===== config.mk =====
export PLATFORM = sky130hd
export DESIGN_NAME = picoctrl_core
export DESIGN_NICKNAME = d
export VERILOG_FILES = /design/src/rtl/picoctrl_core.sv
export SDC_FILE = /design/constraint.sdc
export NUM_CORES = 1
export LEC_CHECK = 0
export ABC_AREA = 0
export BUFFER_PORTS_ARGS = -buffer_cell sky130_fd_sc_hd__buf_4
export CAP_MARGIN = 20
export CORE_MARGIN = 1
export CORE_UTILIZATION = 50
export CTS_CLUSTER_SIZE = 16
export DETAILED_ROUTE_END_ITERATION = 8
export HOLD_SLACK_MARGIN = 0.03
export MAX_ROUTING_LAYER = met4
export PLACE_DENSITY_LB_ADDON = 0.15
export SYNTH_ARGS = -nofsm -noshare
export SYNTH_HDL_FRONTEND = slang
export SYNTH_SLANG_ARGS = --single-unit

===== constraint.sdc =====
create_clock -name clk -period 2.8 [get_ports clk]
set_clock_uncertainty 0.15 [all_clocks]
set_input_delay 0.28 -clock clk [delete_from_list [all_inputs] [get_ports clk]]
set_output_delay 0.28 -clock clk [all_outputs]
set_load 0.005 [all_outputs]

===== src/rtl/picoctrl_core.sv =====
// Tiny conditional-write/jump sequencer: one 16-bit ROM instruction per clock,
// four 8-bit output registers, optional 2-flop synchronizer on the condition inputs.
module picoctrl_core #(
  parameter int unsigned SYNC_EN = 1
) (
  input  logic        clk,
  input  logic        reset_n,
  input  logic        run,
  input  logic [7:0]  c_in,
  output logic [4:0]  addr,
  input  logic [15:0] data,
  output logic [7:0]  r0,
  output logic [7:0]  r1,
  output logic [7:0]  r2,
  output logic [7:0]  r3,
  output logic [3:0]  wr_stb,
  output logic        jmp_stb
);

  localparam int unsigned CW = 8;
  localparam int unsigned AW = 5;
  localparam int unsigned NR = 4;

  localparam logic [1:0] OP_JMP = 2'b00;
  localparam logic [1:0] OP_WR  = 2'b01;

  logic [CW-1:0]         w_cs;
  logic                  w_v;
  logic [2:0]            w_idx;
  logic [1:0]            w_op;
  logic [1:0]            w_dst;
  logic [7:0]            w_imm;
  logic                  w_cond;
  logic                  w_jump_take;
  logic                  w_write_take;
  logic [NR-1:0]         w_wr_onehot;
  logic [NR-1:0][7:0]    r_regs;

  // Condition source: synchronized copy keeps sampling even while run is low
  if (SYNC_EN != 0) begin : g_sync
    logic [CW-1:0] r_sync1;
    logic [CW-1:0] r_sync2;
    always_ff @(posedge clk or negedge reset_n) begin
      if (!reset_n) begin
        r_sync1 <= '0;
        r_sync2 <= '0;
      end else begin
        r_sync1 <= c_in;
        r_sync2 <= r_sync1;
      end
    end
    assign w_cs = r_sync2;
  end else begin : g_nosync
    assign w_cs = c_in;
  end

  always_comb begin
    w_v          = data[15];
    w_idx        = data[14:12];
    w_op         = data[11:10];
    w_dst        = data[9:8];
    w_imm        = data[7:0];
    w_cond       = (w_cs[w_idx] == w_v);
    w_jump_take  = w_cond && (w_op == OP_JMP);
    w_write_take = w_cond && (w_op == OP_WR);
    w_wr_onehot  = NR'(1) << w_dst;
  end

  always_ff @(posedge clk or negedge reset_n) begin
    if (!reset_n) begin
      addr    <= '0;
      r_regs  <= '0;
      wr_stb  <= '0;
      jmp_stb <= 1'b0;
    end else begin
      wr_stb  <= '0;
      jmp_stb <= 1'b0;
      if (run) begin
        // Only imm[4:0] addresses the 32-word ROM
        if (w_jump_take) begin
          addr    <= w_imm[AW-1:0];
          jmp_stb <= 1'b1;
        end else begin
          addr <= addr + AW'(1);
        end
        if (w_write_take) begin
          r_regs[w_dst] <= w_imm;
          wr_stb        <= w_wr_onehot;
        end
      end
    end
  end

  assign r0 = r_regs[0];
  assign r1 = r_regs[1];
  assign r2 = r_regs[2];
  assign r3 = r_regs[3];

endmodule


======== Yosys cells after proc, flatten, opt, wreduce, memory -nomap -nowiden ========
Index checks and enable logic that the tools add are counted.
operators by class
  $add $sub $neg .......................... 1
  multiply operators ...................... 0
  div/mod/pow operators ................... 0
  order comparisons ....................... 3
  equal/unequal tests ..................... 2
  shift-type cells ........................ 1
  multiplexer cells ....................... 10
  bitwise logic cells ..................... 0
  reduce and logical (&&, ||, !) cells .... 5
operators by type and width
  operator                                                     count
  bitwise mux 32 bit                                           1
  demux 8 bit (select 2 bit)                                   1
  two-way mux 4 bit                                            2
  two-way mux 8 bit                                            1
  adder 5 x 1 -> 5 bit (second input constant)                 1
  two-way mux 5 bit                                            1
  less-than comparator 3 x 4 -> 1 bit (second input constant)  1
  << shifter 1 x 2 -> 4 bit (first input constant)             1
  binary-select mux 1 bit (select 3 bit)                       1
  logical AND 1 bit                                            3
  less-than comparator 2 x 3 -> 1 bit (second input constant)  1
  two-way mux 1 bit                                            3
  == test 2 x 1 -> 1 bit (second input constant)               1
  >= comparator 2 x 1 -> 1 bit (second input constant)         1
  logical NOT 2 bit                                            1
  AND reduction 2 bit                                          1
  == test 1 bit                                                1
word-level totals
  register bits ........................... 58
  latch bits .............................. 0
  memory bits (writable) .................. 0
  bits in read-only memories .............. 0
  output and inout bits ................... 42
  logic and storage cells ................. 31
  memories ................................ 0

======== Longest topological paths before layout ========
Gate-level depths: netlist of the first run.
  depth in word-level cells ............... 6
  mapped depth ............................ 7
  depth with buffers taken out ............ 6

======== Worst setup path before layout of the first run ========
Ideal clock, no wire load.
  path type ............................... input-to-reg
  start ................................... input port data[12]
  end ..................................... register r_regs (netlist bit r1[0])
  library setup time ...................... 0.125 ns
  arrival ................................. 1.951 ns
  slack ................................... 0.574 ns
  stages .................................. 7
  buffers on the path ..................... 2
  cells stage by stage .................... buf_4 > mux2i_1 > mux4_2 > xor2_1 > and3_1 > buf_6 > mux2_4
between the ends
  cells in the longest elaborated chain, start to end .. 5
RTL lines
  item                                     RTL line  RTL
  start, declared                          11        input logic [15:0] data,
  binary-select mux 1 bit (select 3 bit)   63        w_cond = (w_cs[w_idx] == w_v);
  two-way mux 1 bit (implied by the code)  63
  == test 1 bit                            63
  logical AND 1 bit                        65        w_write_take = w_cond && (w_op == OP_WR);
  AND reduction 2 bit (no source line)     --
  end signal, assigned by index            87        r_regs[w_dst] <= w_imm;
  end, declared                            37        logic [NR-1:0][7:0] r_regs;
No other way between the ends. The select of a mux whose other input is x is not followed.
A chain may end at the register's enable or synchronous reset.

======== Worst setup path after layout of the first run ========
  start ................................... register g_sync.r_sync2[7]
  end ..................................... register r_regs (netlist bit r1[7])
between the ends
  cells in the longest elaborated chain, start to end .. 5
RTL lines
  item                                     RTL line  RTL
  start, declared                          42        logic [CW-1:0] r_sync2;
  start signal, assigned                   49        r_sync2 <= r_sync1;
  binary-select mux 1 bit (select 3 bit)   63
  two-way mux 1 bit (implied by the code)  63
  == test 1 bit                            63
  logical AND 1 bit                        65
  AND reduction 2 bit (no source line)     --
No other way between the ends. The select of a mux whose other input is x is not followed.

==> results of run 1 <==
==> cells in the mapped netlist, types with 2 or more instances <==
cell type	instances	area share
nor2_1	3	0.0050
mux2i_1	8	0.036
nand2_1	5	0.0084
nor3b_1	2	0.0067
mux2_4	17	0.11
mux2_2	16	0.081
nand3b_2	2	0.010
o21ai_0	3	0.0067
dfrtp_1	58	0.65
a22oi_1	3	0.010
buf_6	3	0.015
nor3_1	2	0.0045
and3_1	3	0.0084
inv_1	5	0.0084
==> worst min path at each step <==
| stage | slack, ns | start | depth (start not counted) | to |
|---|---|---|---|---|
| finish | 0.06 | data[5] | 2 | r3[5]$_DFFE_PN0P_ |
| CTS | 0.04 | data[6] | 2 | r1[6]$_DFFE_PN0P_ |
| detailed placement | 0.19 | g_sync.r_sync1[5]$_DFF_PN0_ | 0 | g_sync.r_sync2[5]$_DFF_PN0_ |
| floorplan | -0.17 | reset_n | 0 | addr[0]$_DFFE_PN0P_ |
| global route | 0.05 | data[5] | 2 | r1[5]$_DFFE_PN0P_ |
| global placement | 0.18 | g_sync.r_sync1[0]$_DFF_PN0_ | 0 | g_sync.r_sync2[0]$_DFF_PN0_ |
==> metal layers <==
| metal | up-vias | wire, um |
|---|---|---|
| met1 | 682 | 1880 |
| met5 | - | 0 |
| met3 | 13 | 239 |
| li1 | 652 | - |
| met4 | 0 | 142 |
| met2 | 52 | 2160 |
==> sequential cells by signal, indices dropped and copies added (netlist names) <==
name	count
r0	8
r3	8
addr	5
wr_stb	4
jmp_stb	1
g_sync.r_sync1	8
r1	8
g_sync.r_sync2	8
r2	8
==> cells by family after synthesis <==
| group | count (synthesis) |
|---|---|
| flip-flops | 58 |
| buffers and inverters | 10 |
| adder cells (fa/ha/maj) | 1 |
| XOR/XNOR | 1 |
| multiplexers | 42 |
| AO/OA/AOI/OAI | 8 |
| AND/OR/NAND/NOR | 19 |
==> cells in the final DEF (no fill, tap or decap), types with 3 or more instances in the layout <==
| master | instances |
|---|---|
| a22oi_1 | 3 |
| mux2_2 | 16 |
| dlygate4sd3_1 | 9 |
| nand2_1 | 5 |
| buf_4 | 70 |
| dfrtp_1 | 58 |
| nor2_1 | 3 |
| clkbuf_8 | 11 |
| inv_1 | 5 |
| and3_1 | 3 |
| mux2i_1 | 8 |
| mux2_4 | 17 |
| o21ai_0 | 3 |
==> power by group <==
group | total (mW) | internal (mW) | switching, mW | leakage [nW]
clock network | 0.748 | 0.446 | 0.302 | 0.101
logic | 0.571 | 0.377 | 0.193 | 0.739
registers | 1.11 | 1.00 | 0.104 | 0.721
total | 2.43 | 1.83 | 0.599 | 1.56
==> timing repair <==
action / in CTS / in global routing
endpoints found under the hold margin: 66 / 0
resized for setup: 0 / 0
hold buffers: 9 / 0
==> worst max-delay path, cell delays in order, from the launching register on <==
cell     delay [ns]
dfrtp_1        0.33
mux2i_1        0.06
mux4_2         0.50
xor2_1         0.32
and3_1         0.21
buf_4          0.21
mux2_4         0.32
==> layout make-up <==
cell class                      instances  area share
Clock buffer                           11      0.0495
Clock inverter                          3      0.0131
Inverter                                5     0.00614
Multi-Input combinational cell         71       0.235
Sequential cell                        58       0.475
Tap cell                               50      0.0205
Timing Repair Buffer                   79       0.201
==> run_results.csv, run 1 <==
group,metric,value,unit
run_status,status,"finished, final reports clean",
worst_setup_path,r2r_start,"g_sync.r_sync2[7]$_DFF_PN0_",
yosys,synth_top_family_by_area,"multiplexers",
yosys,async_reset_ff_frac,1.00,
floorplanning,rows,23,
yosys,yosysSeqAreaShare,0.650,
run,maxCapViolCount,0,
detailed_routing,wl_per_cell,15.9,um
power,cellPowerDensity,794,nW/um2
yosys,synthSimpleGateAreaFrac,0.0488,
cells_and_area,regArea,1450,um2
grt,globalRouteMet3Util,0.0526,
worst_setup_path,arrival,2.28,ns
cells_and_area,multi_input_comb_area,717,um2
floorplanning,die_h,68.8,um
detailed_routing,drtPass1Iterations,4,
yosys,synthMuxAreaShare,0.241,
placed_design,io_buffers,68,
detailed_routing,route.detailed.drc,0,
clock_tree,cts_setup_buffers,0,
floorplanning,initial_core_util,0.539,
worst_setup_path,ff2ff_path_depth,6,
sta,fmax,451,MHz
sta,final_max_slew_viol_count,0,
power,power.total,2.43,mW
clock_tree,cts_tree,"built",
yosys,syn_avg_cell_area,16.1,um2
yosys,synth-compound-area-share,0.0219,
floorplanning,num_io_pins,69,
sta,hold_slack,0.0606,ns
clock_tree,cts_made_buffers,9,
sta,fin_ws,0.582,ns
yosys,synth_cell_type_count,23,
worst_setup_path,crit_path_start_kind,"flop",
floorplanning,core_region_area,4140,um2
floorplanning,die_w,68.8,um
sta,tns,0,ns
yosys,syn_area,2230,um2
cells_and_area,fill_cells,291,
clock_tree,cts_num_sinks,58,
grt,use_met1,0.272,
grt,overflow,0,
grt,gr-max-usage-layer,"met2",
worst_setup_path,ff2ff_setup_slack,0.58,ns
yosys,yosysWarnings,0,
yosys,synth_xor_xnor_area_share,0.00392,
sta,min_period,2.22,ns
clock_tree,cts_root_buffer,"clkbuf_8",
cells_and_area,final_cells,277,
detailed_routing,via_per_inst,5.05,
sta,rsz0062_at_grt,"false",
yosys,ys_seq_elements,58,
worst_setup_path,r2r_end,"r1[7]$_DFFE_PN0P_",
cells_and_area,nets,252,
placed_design,place_area,2780,um2
worst_setup_path,crit_type,"flop to flop",
yosys,synth_flop_cell,"dfrtp_1",
detailed_routing,vias,1399,
cells_and_area,stdcell_area,3060,um2
sta,setup_viol,0,
sta,hold_violations,0,
sta,slew-limit-headroom,0.531,
cells_and_area,synthToLayoutAreaGrowth,36.9,%
yosys,synthAdderAreaFrac,0.00561,
placed_design,dp_hpwl,3.05,mm
placed_design,dpl_worst_slack,0.406,ns
floorplanning,dieArea,4740,um2
detailed_routing,ant_nets,0,
cells_and_area,diodes,0,
yosys,synth_edf_count,0,
grt,grt_first_pass_wirelength,6.93,mm
grt,antenna_found_initial,0,
cells_and_area,final_core_util,0.738,
clock_tree,cts_buffer_depth,2,
grt,use_met2,0.339,
placed_design,place_inst,254,
grt,grtUsageTotal,0.225,
worst_setup_path,crit_path_max_fanout,9,
worst_setup_path,critical_path_required,2.86,ns
grt,grt_max_degree,59,
worst_setup_path,end_kind,"flop",
grt,grt_pass1_vias,1452,
detailed_routing,drt_iter0_drc,119,
power,vdd_drop_max,0.424,mV
worst_setup_path,cp-endpoint,"r1[7]$_DFFE_PN0P_",
power,p_leak,1.56,nW
min_path,min_path_type,"input port to flop",
cells_and_area,drive_above_1_share,0.529,
clock_tree,clkTransAtPathRegs,0.06,ns
yosys,synth_cells,139,
clock_tree,worstSkewPairLatency,0.33,ns
yosys,syn_nets,167,
placed_design,finalWeightedCongestion,0.723,
worst_setup_path,startpoint,"g_sync.r_sync2[7]$_DFF_PN0_",
detailed_routing,drt-total-wl,4.42,mm
sta,min_period_over_period,0.792,
sta,worstMarginPinSlew,0.703,ns
clock_tree,htree_levels,3,
Power figures use the tool's default switching activity.
==> run 2, diff against run 1 <==
- ABC_AREA: 0 -> 1
- clock period: 2.8 -> 2.1 ns (I/O delays scaled with it)
==> run 2 against run 1 <==
- count of clock-buffer cells in the layout up 1
- sequential share of layout area down 2.3 points
- power is 28% higher
- core utilization shrank 2.4 points
- cell count rose by 28%
- hold slack worse by 0.0014 ns
- setup slack worse by 0.10 ns
- routed wire length grew 5.9%
- clock power up 30%
- first-iteration DRC count decreased by 45%
- highest routed layer unchanged
==> run_results.csv, run 2 <==
group,metric,value,unit
clock_tree,cts_setup_buffers,0,
power,cellPowerDensity,967,nW/um2
grt,antenna_found_initial,0,
sta,min_period_over_period,0.772,
sta,hold_slack,0.0593,ns
power,p_int,2.27,mW
power,clkPwrFrac,0.314,
clock_tree,clkTransAtPathRegs,0.06,ns
worst_setup_path,crit_path_max_fanout,17,
detailed_routing,ant_nets,0,
cells_and_area,fill_cells,342,
floorplanning,rows,24,
detailed_routing,drtPass1Iterations,4,
cells_and_area,final_common_cell,"buf_4",
grt,grt_first_pass_wirelength,7.94,mm
sta,min_period,1.62,ns
yosys,syn_area,2410,um2
detailed_routing,drt-total-wl,4.68,mm
floorplanning,initial_core_util,0.535,
cells_and_area,synthToLayoutAreaGrowth,33.4,%
cells_and_area,nets,327,
detailed_routing,vias,1698,
floorplanning,num_io_pins,69,
placed_design,io_buffers,68,
placed_design,dp_hpwl,3.17,mm
grt,overflow,0,
cells_and_area,diodes,0,
cells_and_area,regArea,1450,um2
yosys,yosysWarnings,0,
yosys,yosysSeqAreaShare,0.602,
yosys,syn_nets,243,
placed_design,finalWeightedCongestion,0.779,
worst_setup_path,end_kind,"flop",
yosys,synthTopCellsByArea,"dfrtp_1, nand2_1, o21ai_2",
yosys,ys_seq_elements,58,
run_status,status,"finished, final reports clean",
sta,slew-limit-headroom,0.525,
worst_setup_path,crit_type,"flop to flop",
power,power.total,3.11,mW
yosys,synth_top_area_share,0.602,
clock_tree,cts_made_buffers,9,
sta,rsz0062_at_grt,"false",
sta,setup_viol,0,
power,vdd_drop_max,0.651,mV
worst_setup_path,critical_path_required,2.16,ns
yosys,synth_cell_type_count,22,
floorplanning,die_w,71.4,um
floorplanning,core_region_area,4500,um2
yosys,yosysTopAreaCell,"dfrtp_1",
worst_setup_path,arrival,1.68,ns
yosys,async_reset_ff_frac,1.00,
cells_and_area,drive_above_1_share,0.396,
worst_setup_path,crit_path_start_kind,"flop",
power,p_sw_frac,0.270,
yosys,synth_flop_cell,"dfrtp_1",
floorplanning,dieArea,5100,um2
yosys,syn_avg_cell_area,11.2,um2
grt,grt_pass1_vias,1649,
yosys,synth_edf_count,0,
worst_setup_path,crit_chain,"inv_1, nand2_1, nand3_2, nand3_4, nand2_2, nand2_4, nand2_8, nand3_4, nand2_1, o21ai_2",
power,p_leak,1.73,nW
floorplanning,die_h,71.4,um
detailed_routing,wl_per_cell,13.2,um
cells_and_area,multi_input_comb_area,785,um2
clock_tree,cts_num_sinks,58,
worst_setup_path,slowest_delay,0.36,ns
clock_tree,htree_levels,3,
detailed_routing,drt_iter0_drc,66,
clock_tree,worstSkewPairLatency,0.32,ns
clock_tree,cts_root_buffer,"clkbuf_8",
sta,tns,0,ns
clock_tree,cts_tree,"built",
run,maxCapViolCount,0,
cells_and_area,mostFrequentLayoutCells,"buf_4, dfrtp_1, nand2_1",
power,p_seq_frac,0.459,
sta,fmax,617,MHz
sta,final_max_slew_viol_count,0,
sta,worstMarginPinSlew,0.712,ns
yosys,synth_common_cells,"dfrtp_1, nand2_1, inv_1",
detailed_routing,route.detailed.drc,0,
power,pwr-share-comb,0.227,
grt,grtUsageTotal,0.217,
clock_tree,cts_buffer_depth,2,
yosys,synth.most_common_cell,"dfrtp_1",
sta,hold_violations,0,
min_path,min_path_type,"input port to flop",
yosys,synth_cells,215,
worst_setup_path,cp_slowest_cell,"dfrtp_1",
grt,grt_max_degree,59,
power,p_sw,0.841,mW
detailed_routing,via_per_inst,4.78,
[run 2: changes by cell type after synthesis, moves of 4 or more]
cell / change
nand3_2: +4
nand2_1: +48
mux2i_1: -8
mux2_2: -16
o21ai_1: +10
o21ai_2: +22
mux2_4: -17
nand3_1: +9
nand3_4: +6
inv_1: +24
[run 2: metrics by stage]
step	std cells	util	instance area, um2	setup slack [ns]
after CTS	355	0.714	3220	0.448
after global routing	355	0.714	3220	0.337
after floorplan	215	-	2410	0.584
final	355	0.714	3220	0.479
after global placement	330	0.651	2930	0.488
after detailed placement	330	0.651	2930	0.451
[run 2: worst max-delay path: cells and delay by family, from the launching register on]
family	cells	cell delay, ns
AO/OA/AOI/OAI	1	0.06
AND/OR/NAND/NOR	8	0.89
buffers and inverters	1	0.05
flip-flops	1	0.36
[run 2: cells by family after synthesis]
family | count (synthesis) | share of synthesized area
AOI/OAI and AO/OA | 34 | 0.106
and+or+nand+nor | 84 | 0.207
buffers and inverters | 36 | 0.0726
adders and majority gates | 1 | 0.00519
DFF | 58 | 0.602
xor gates and xnor gates | 2 | 0.00727
[run 2: layer usage]
metal	vias to the layer above	track usage	wire, um
met5	-	-	0
met4	0	0.0822	89
met3	11	0.0647	250
met2	54	0.309	2170
met1	787	0.295	2170
li1	846	-	-
[run 2: layout make-up]
cell class                      instances  share of cell area
Clock inverter                          3              0.0125
Timing Repair Buffer                   78               0.190
Clock buffer                           12              0.0451
Tap cell                               52              0.0202
Sequential cell                        58               0.451
Inverter                               31              0.0370
Multi-Input combinational cell        121               0.244
[run 2: path summary, 6_finish.rpt]
kind	depth (start not counted)	startpoint	slack (ns)	to
setup / recovery	10	g_sync.r_sync2[3]$_DFF_PN0_	0.48	r0[2]$_DFFE_PN0P_
hold / removal	3	data[6]	0.06	r0[6]$_DFFE_PN0P_
setup reg to reg	10	g_sync.r_sync2[3]$_DFF_PN0_	0.48	r0[2]$_DFFE_PN0P_
hold reg to reg	0	g_sync.r_sync1[3]$_DFF_PN0_	0.20	g_sync.r_sync2[3]$_DFF_PN0_
max in group asynchronous	2	reset_n	1.00	r1[6]$_DFFE_PN0P_
min in group asynchronous	2	reset_n	0.33	r3[5]$_DFFE_PN0P_
[run 2: timing repair]
item	4_1_cts	5_1_grt
gates resized for setup	0	0
hold endpoints to repair	67	0
hold buffers	10	0
[run 2: power by group through the flow]
stage | sequential (mW) | combinational (mW) | clock [mW]
after floorplan | 1.44 | 0.304 | 0
after global placement | 1.44 | 0.684 | 0
after detailed placement | 1.44 | 0.700 | 0
after CTS | 1.43 | 0.719 | 0.994
after global routing | 1.45 | 0.788 | 1.05
final | 1.43 | 0.705 | 0.976
==> run 3, diff against run 2 <==
- CORE_UTILIZATION: 50 -> 46
- clock period: 2.1 -> 1.4 ns (I/O delays scaled with it)
==> run 3 against run 2 <==
- the flow now finishes with violations (setup timing)
- maximum frequency grew 4.4%
- critical path depth shrank 1
- sequential cell count is the same
- via count grew 13%
- hold slack lost 0.0074 ns
- core utilization grew 2.7 points
- routed wire length grew 24%
- cell area grew 12%
- cell count grew 11%
- global-route usage grew 3.1 points
- power grew 54%
- die area grew 8.4%
- largest power group unchanged
==> run_results.csv, run 3 (same netlist as run 2, synthesis figures left out) <==
group,metric,value,unit
run_status,status,"complete, but fails checks",
run_status,violations,"setup timing",
sta,min_period,1.55,ns
sta,rsz0062_at_grt,"true",
cells_and_area,drive_above_1_share,0.479,
floorplanning,dieArea,5530,um2
min_path,min_path_type,"input port to flop",
power,vdd_drop_max,0.804,mV
grt,grt_pass1_vias,1927,
power,power.total,4.78,mW
run,maxCapViolCount,0,
floorplanning,num_io_pins,69,
sta,setup_viol,42,
sta,tns,-4.98,ns
floorplanning,die_w,74.4,um
clock_tree,cts_num_sinks,58,
grt,overflow,0,
sta,min_period_over_period,1.11,
grt,antenna_found_initial,0,
clock_tree,clkTransAtPathRegs,0.07,ns
floorplanning,die_h,74.4,um
cells_and_area,synthToLayoutAreaGrowth,50.0,%
grt,grtUsageTotal,0.248,
sta,fmax,644,MHz
power,p_leak,1.86,nW
power,cellPowerDensity,1320,nW/um2
cells_and_area,final_common_cell,"buf_4",
worst_setup_path,ff2ff_setup_slack,-0.15,ns
worst_setup_path,crit_type,"flop to flop",
sta,slew-limit-headroom,0.593,
placed_design,dp_hpwl,3.44,mm
grt,grt_max_degree,31,
floorplanning,core_region_area,4880,um2
cells_and_area,mostFrequentLayoutCells,"buf_4, dfrtp_1, nand2_1",
sta,final_max_slew_viol_count,0,
worst_setup_path,end_kind,"flop",
placed_design,finalWeightedCongestion,0.774,
grt,grt_first_pass_wirelength,9.48,mm
sta,fin_ws,-0.153,ns
detailed_routing,vias,1923,
clock_tree,htree_levels,3,
clock_tree,worstSkewPairLatency,0.33,ns
detailed_routing,via_per_inst,4.87,
floorplanning,rows,25,
detailed_routing,drt_iter0_drc,111,
worst_setup_path,critical_path_required,1.50,ns
floorplanning,initial_core_util,0.494,
cells_and_area,diodes,0,
sta,hold_slack,0.0518,ns
cells_and_area,fill_cells,370,
worst_setup_path,crit_path_max_fanout,8,
clock_tree,cts_made_buffers,9,
detailed_routing,drt-total-wl,5.81,mm
sta,worstMarginPinSlew,0.608,ns
detailed_routing,drtPass1Iterations,5,
clock_tree,cts_root_buffer,"clkbuf_8",
detailed_routing,route.detailed.drc,0,
detailed_routing,wl_per_cell,14.7,um
placed_design,io_buffers,68,
worst_setup_path,crit_path_start_kind,"flop",
detailed_routing,ant_nets,0,
placed_design,dpl_worst_slack,-0.230,ns
worst_setup_path,arrival,1.66,ns
clock_tree,cts_tree,"built",
clock_tree,cts_buffer_depth,2,
sta,hold_violations,0,
cells_and_area,nets,351,
## run 3: changes by cell type in the layout (fill, tap and decap cells not counted), moves of 4 or more
| cell | delta |
|---|---|
| dlygate4sd3_1 | +7 |
| buf_4 | +4 |
| nand3_4 | +6 |
| nand2_1 | -10 |
| nand2_2 | +9 |
| o21ai_2 | +4 |
| o21ai_1 | -4 |
## run 3: timing repair
item,in CTS,in global routing
pin swaps,6,3
buffers inserted,0,1
gates cloned,10,0
gates resized for setup,11,14
hold endpoints to repair,86,0
setup endpoints to repair,42,42
hold buffers,17,0
## run 3: layout make-up
cell class / instances / area (um2) / area share
Clock inverter: 4 / 25.0 / 0.00692
Multi-Input combinational cell: 131 / 1010 / 0.279
Tap cell: 67 / 83.8 / 0.0232
Inverter: 31 / 119 / 0.0329
Timing Repair Buffer: 92 / 762 / 0.211
Clock buffer: 12 / 165 / 0.0457
Sequential cell: 58 / 1450 / 0.401
## run 3: per-stage QoR
step | util | std cells | cell area [um2]
after floorplan | - | 215 | 2420
after global placement | 0.621 | 351 | 3030
after detailed placement | 0.621 | 351 | 3030
after CTS | 0.729 | 394 | 3560
after global routing | 0.741 | 395 | 3620
final | 0.741 | 395 | 3620
## run 3: final timing paths
path | startpoint | end | cells after the start
setup / recovery | g_sync.r_sync2[6]$_DFF_PN0_ | r2[5]$_DFFE_PN0P_ | 9
hold / removal | data[0] | r2[0]$_DFFE_PN0P_ | 3
setup reg to reg | g_sync.r_sync2[6]$_DFF_PN0_ | r2[5]$_DFFE_PN0P_ | 9
hold reg to reg | g_sync.r_sync1[1]$_DFF_PN0_ | g_sync.r_sync2[1]$_DFF_PN0_ | 0
max in group asynchronous | reset_n | addr[0]$_DFFE_PN0P_ | 3
min in group asynchronous | reset_n | r0[5]$_DFFE_PN0P_ | 2
## run 3: routing by layer
layer,share of wire,global-route usage,vias to the layer above
met5,0,-,-
met1,0.44,0.312,929
met2,0.50,0.392,52
li1,-,-,930
met4,0.017,0.107,0
met3,0.043,0.0447,12
## run 3: report_power, final
group | total, mW | switching, mW | internal [mW]
logic | 1.21 | 0.552 | 0.656
registers | 2.15 | 0.195 | 1.96
clock network | 1.42 | 0.641 | 0.779
total | 4.78 | 1.39 | 3.39
## run 3: critical path, cell delays in order (launching register included)
cell,delay (ns)
dfrtp_1,0.36
inv_1,0.05
nand2_1,0.06
nand3_2,0.08
nand3_4,0.11
nand2_4,0.12
nand2_8,0.08
nand2_4,0.14
nand3_4,0.17
o21ai_2,0.17
